===== config.mk =====
export PLATFORM = sky130hd
export DESIGN_NAME = event_timer
export DESIGN_NICKNAME = d
export VERILOG_FILES = /design/src/rtl/timer_pkg.sv /design/src/rtl/tick_prescaler.sv /design/src/rtl/event_timer.sv
export SDC_FILE = /design/constraint.sdc
export NUM_CORES = 1
export LEC_CHECK = 0
export ABC_AREA = 0
export CAP_MARGIN = 20
export CORE_MARGIN = 5
export CORE_UTILIZATION = 60
export CTS_CLUSTER_DIAMETER = 30
export DETAILED_ROUTE_END_ITERATION = 7
export DONT_BUFFER_PORTS = 1
export PLACE_DENSITY = 0.76
export SLEW_MARGIN = 0
export SYNTH_ARGS = -nofsm -noshare
export SYNTH_HDL_FRONTEND = slang
export SYNTH_SLANG_ARGS = --single-unit
export TNS_END_PERCENT = 5

===== constraint.sdc =====
create_clock -name clk -period 3.2 [get_ports clk]
set_input_delay 0.64 -clock clk [delete_from_list [all_inputs] [get_ports clk]]
set_output_delay 0.64 -clock clk [all_outputs]
set_load 0.03 [all_outputs]

===== src/rtl/timer_pkg.sv =====
// Shared types for the event timer: FSM state encoding and mode constants.
package timer_pkg;

  typedef enum logic [1:0] {
    IDLE = 2'b00,
    RUN  = 2'b01,
    DONE = 2'b10
  } state_t;

  localparam logic MODE_ONESHOT  = 1'b0;
  localparam logic MODE_PERIODIC = 1'b1;

endpackage


===== src/rtl/tick_prescaler.sv =====
// Clock-enable divider: step pulses on every (div+1)th enabled cycle.
module tick_prescaler #(
  parameter int unsigned PRESC_W = 4
) (
  input  logic               clk,
  input  logic               rst,
  input  logic               clr,
  input  logic               en,
  input  logic [PRESC_W-1:0] div,
  output logic               step
);

  logic [PRESC_W-1:0] pre;

  // The step fires in the same cycle the divider reaches div, together with its wrap.
  assign step = en && (pre == div);

  always_ff @(posedge clk) begin
    if (rst || clr) begin
      pre <= '0;
    end else if (en) begin
      pre <= step ? '0 : pre + PRESC_W'(1);
    end
  end

endmodule


===== src/rtl/event_timer.sv =====
// Programmable terminal-count timer with prescaler, one-shot/periodic mode and sticky irq.
// Optional: define EVENT_TIMER_RETRIGGER_EN to let start restart the timer while running.
module event_timer
  import timer_pkg::*;
#(
  parameter int unsigned N       = 4,
  parameter int unsigned PRESC_W = 4
) (
  input  logic               clk,
  input  logic               rst,
  input  logic               start,
  input  logic               stop,
  input  logic               mode,
  input  logic [N-1:0]       period,
  input  logic [PRESC_W-1:0] presc,
  input  logic               irq_clr,
  output logic [N-1:0]       cnt,
  output logic               busy,
  output logic               done,
  output logic               tick_out,
  output logic               irq
);

  state_t             state;
  logic [N-1:0]       period_q;
  logic [PRESC_W-1:0] presc_q;
  logic               mode_q;
  logic               load;
  logic               step;

  // load: an accepted start that (re)latches the shadow registers and restarts counting.
  always_comb begin
    load = 1'b0;
    if (!stop && start) begin
`ifdef EVENT_TIMER_RETRIGGER_EN
      load = 1'b1;
`else
      load = (state != RUN);
`endif
    end
  end

  tick_prescaler #(.PRESC_W(PRESC_W)) u_presc (
    .clk  (clk),
    .rst  (rst),
    .clr  (load),
    .en   (state == RUN),
    .div  (presc_q),
    .step (step)
  );

  always_ff @(posedge clk) begin
    if (rst) begin
      state    <= IDLE;
      cnt      <= '0;
      period_q <= '0;
      presc_q  <= '0;
      mode_q   <= MODE_ONESHOT;
      tick_out <= 1'b0;
      irq      <= 1'b0;
    end else begin
      tick_out <= 1'b0;
      // A terminal step below overrides this clear, so set wins over clear.
      if (irq_clr) irq <= 1'b0;

      if (stop) begin
        state <= IDLE;
      end else if (load) begin
        period_q <= period;
        presc_q  <= presc;
        mode_q   <= mode;
        cnt      <= '0;
        state    <= RUN;
      end else if (state == RUN && step) begin
        if (cnt == period_q) begin
          tick_out <= 1'b1;
          irq      <= 1'b1;
          if (mode_q == MODE_PERIODIC) cnt   <= '0;
          else                         state <= DONE;
        end else begin
          cnt <= cnt + N'(1);
        end
      end
    end
  end

  assign busy = (state == RUN);
  assign done = (state == DONE);

endmodule


==> results.py <==
metrics = {
    "run_status": {
        "outcome": "complete, no violations",
    },
    "layout": {
        "final_common_cell": "dfxtp_1",
        "antenna_cells": 0,
        "layout_common_cells": "dfxtp_1, nor2_1, mux2i_1",
        "fin_nets": 126,
        "fillCellCount": 146,
        "syn_to_final_growth_pct": 2.980,
        "drive_gt1_share_pct": 14.68,
    },
    "clocking": {
        "path_clk_slew_ns": 0.11,
        "clkLatencyLatePin_ns": 0.29,
        "htree_levels": 1,
        "cts_sinks": 21,
        "cts_hold_buf": 0,
        "cts_resized": 0,
        "cts.path.max_buffers": 2,
        "tritoncts": "done",
        "cts_buffers": 3,
        "root_buffer": "clkbuf_4",
        "post_cts_buffers": 0,
    },
    "power_and_ir_drop": {
        "ir_drop_v": 0.0002470,
        "p_switching_uw": 113.4,
        "p_int_uw": 340.7,
        "power_leakage_uw": 0.0004370,
        "powerDensity_nw_per_um2": 420.0,
        "p_clk_share_pct": 27.2,
        "sequentialPowerShare_pct": 60.9,
        "power.share.switching_pct": 24.98,
        "power_frac_comb_pct": 11.8,
    },
    "setup_path": {
        "cp.required_ns": 3.41,
        "cp-end-kind": "flop",
        "cpPeakStageDelay_ns": 0.66,
        "timing.rr.end": "cnt[2]",
        "timing.rr.start": "cnt[0]",
        "cp_max_fo": 7,
        "cpLargestDelayFamily": "flip-flops",
        "cp-start-kind": "flop",
        "critical_path_buf_inv_count": 0,
        "crit_start": "cnt[0]",
        "regToRegSetupSlack_ns": 1.38,
        "worstSetupPathType": "flop to flop",
        "critical_path.cell_chain": "xor2_2 > nor4_4 > a21o_4 > nor2_1 > o32ai_1",
        "worstRegToRegCells": 5,
        "cpMaxStageDelayCell": "dfxtp_1",
        "crit_arrival_ns": 2.03,
    },
    "sta": {
        "layout_min_cycle_time_ns": 1.825,
        "fin_ws_ns": 1.375,
        "worst_slew_pin_slew_ns": 0.5521,
        "post-route-period-util_pct": 57.02,
        "rsz0062_at_grt": "no",
        "fin_skew_ns": 0.002690,
        "drv_slew": 0,
        "hold_viol": 0,
        "fmax_mhz": 548.0,
        "hold_slack_ns": 0.4016,
        "setup-violations-final": 0,
        "tns_ns": 0,
        "slew_headroom_pct": 63.06,
    },
    "floorplanning": {
        "die_x_um": 51.83,
        "initial_core_util_pct": 62.15,
        "io-pin-count": 22,
        "core_um2": 1689,
        "rows": 15,
        "dieArea_um2": 2686,
        "die_y_um": 51.83,
    },
    "detailed_routing": {
        "first_pass_iters": 4,
        "viasPerCell": 6.032,
        "drtIter0Drc": 18,
        "drc": 0,
        "final_antenna_net_count": 0,
        "routed_wl_mm": 1.932,
        "via_count": 760,
        "wire_per_inst_um": 15.33,
    },
    "global_routing": {
        "first_global_vias": 739,
        "grt_use_total_pct": 15.72,
        "antenna_found_initial": 0,
        "grt_pass1_wl_mm": 3.256,
        "grt_max_degree": 23,
        "gr-total-overflow": 0,
    },
    "logic_synthesis": {
        "netlist_area_um2": 1050,
        "yosysTopAreaCell": "dfxtp_1",
        "syn_avg_cell_area_um2": 9.720,
        "synthCells": 108,
        "synth_top_cell_area_share_pct": 40.05,
        "yosysUniqueCellTypes": 39,
        "synth.ff_latch_count": 21,
        "synthTopCellsByArea": "dfxtp_1, mux2i_1, xor2_1",
        "syn_nets": 124,
        "synth_warnings": 0,
        "seq_area_frac_synth_pct": 40.05,
    },
    "place": {
        "dp_slack_ns": 1.408,
        "gp_congestion": 0.9268,
        "hpwl_mm": 1.470,
        "io_buffers": 0,
    },
    "worst_hold_path": {
        "hold_depth": 1,
        "whs_endpoint": "u_presc.pre[0]",
        "hp-class": "input pin to flop",
        "hold_start": "rst",
    },
    "job": {
        "maxCapViolCount": 0,
    },
}
-- metrics by stage --
stage	instances	instance area [um2]	total power (uW)	utilization [%]
CTS	126	1081	461.1	64.00
floorplan	108	1050	331.0	-
finish	126	1081	454.1	64.00
global placement	122	1055	334.7	62.44
detailed placement	122	1055	336.6	62.44
global route	126	1081	479.1	64.00
-- sequential cells by signal, indices dropped and copies added, names as in the netlist --
register / flops
cnt: 4
period_q: 4
presc_q: 4
u_presc.pre: 4
state: 2
irq: 1
mode_q: 1
tick_out: 1
-- worst max path at each step --
stage	end	slack, ns	cells after the start
after floorplan	cnt[3]	1.54	5
after global placement	cnt[2]	1.42	5
after detailed placement	cnt[2]	1.41	5
after CTS	cnt[2]	1.36	5
after global routing	cnt[2]	1.24	5
final	cnt[2]	1.38	5
-- power by group through the flow --
stage	combinational, uW	clock, uW	sequential, uW
3_3_place_gp	52.4	0	282
6_report	53.8	124	277
4_1_cts	54.1	130	277
2_1_floorplan	50.3	0	281
5_1_grt	59.9	141	278
3_5_place_dp	53.8	0	283
-- Yosys cell counts, drive strengths merged --
master   number
or2           1
and3          1
nand4         1
a32oi         1
nand2         4
a41oi         1
dfxtp        21
nand4b        2
mux2i         9
nor3b         1
clkbuf        1
a21o          1
nor4          4
nand3         1
nor3          4
nor2b         1
ha            2
a2111o        1
o21ai         3
a21boi        1
nand2b        2
xor2         10
and2          2
o41ai         1
a21oi         4
inv           6
or3           2
o32ai         1
a211oi        1
buf           3
a2bb2oi       1
nor2         14
-- final cells by class --
class                      instances  area [um2]  area share (%)
clock buffer                       4       26.28           2.431
inverter                           6       22.52           2.083
multi-input combinational         77       583.1           53.94
sequential                        21       420.4           38.89
tap                               17       21.27           1.968
timing repair buffer               1       7.507          0.6944
-- worst reg2reg max path, cell delays in order (launching register included) --
cell and delay [ns]:
dfxtp_1 0.66, xor2_2 0.17, nor4_4 0.42, a21o_4 0.21
nor2_1 0.07, o32ai_1 0.22
-- layer usage --
metal | global-route usage, % | up-vias | wire [um]
li1 | - | 386 | -
met1 | 21.89 | 348 | 938
met2 | 23.22 | 24 | 836
met3 | 4.011 | 2 | 143
met4 | 5.677 | 0 | 13
met5 | 0 | - | 0
-- kinds of logic (layout without fill, tap and decap cells) --
| kind of cell | count (synthesis) | in the layout | share of synthesized area [%] |
|---|---|---|---|
| multiplexers | 9 | 9 | 8.582 |
| AND/OR/NAND/NOR | 40 | 40 | 21.81 |
| flip-flops | 21 | 21 | 40.05 |
| AO/OA/AOI/OAI | 16 | 16 | 12.28 |
| XOR/XNOR | 10 | 10 | 10.49 |
| adder cells (fa/ha/maj) | 2 | 2 | 2.383 |
| buffers and inverters | 10 | 11 | 4.409 |
(Power assumes the default switching activity.)
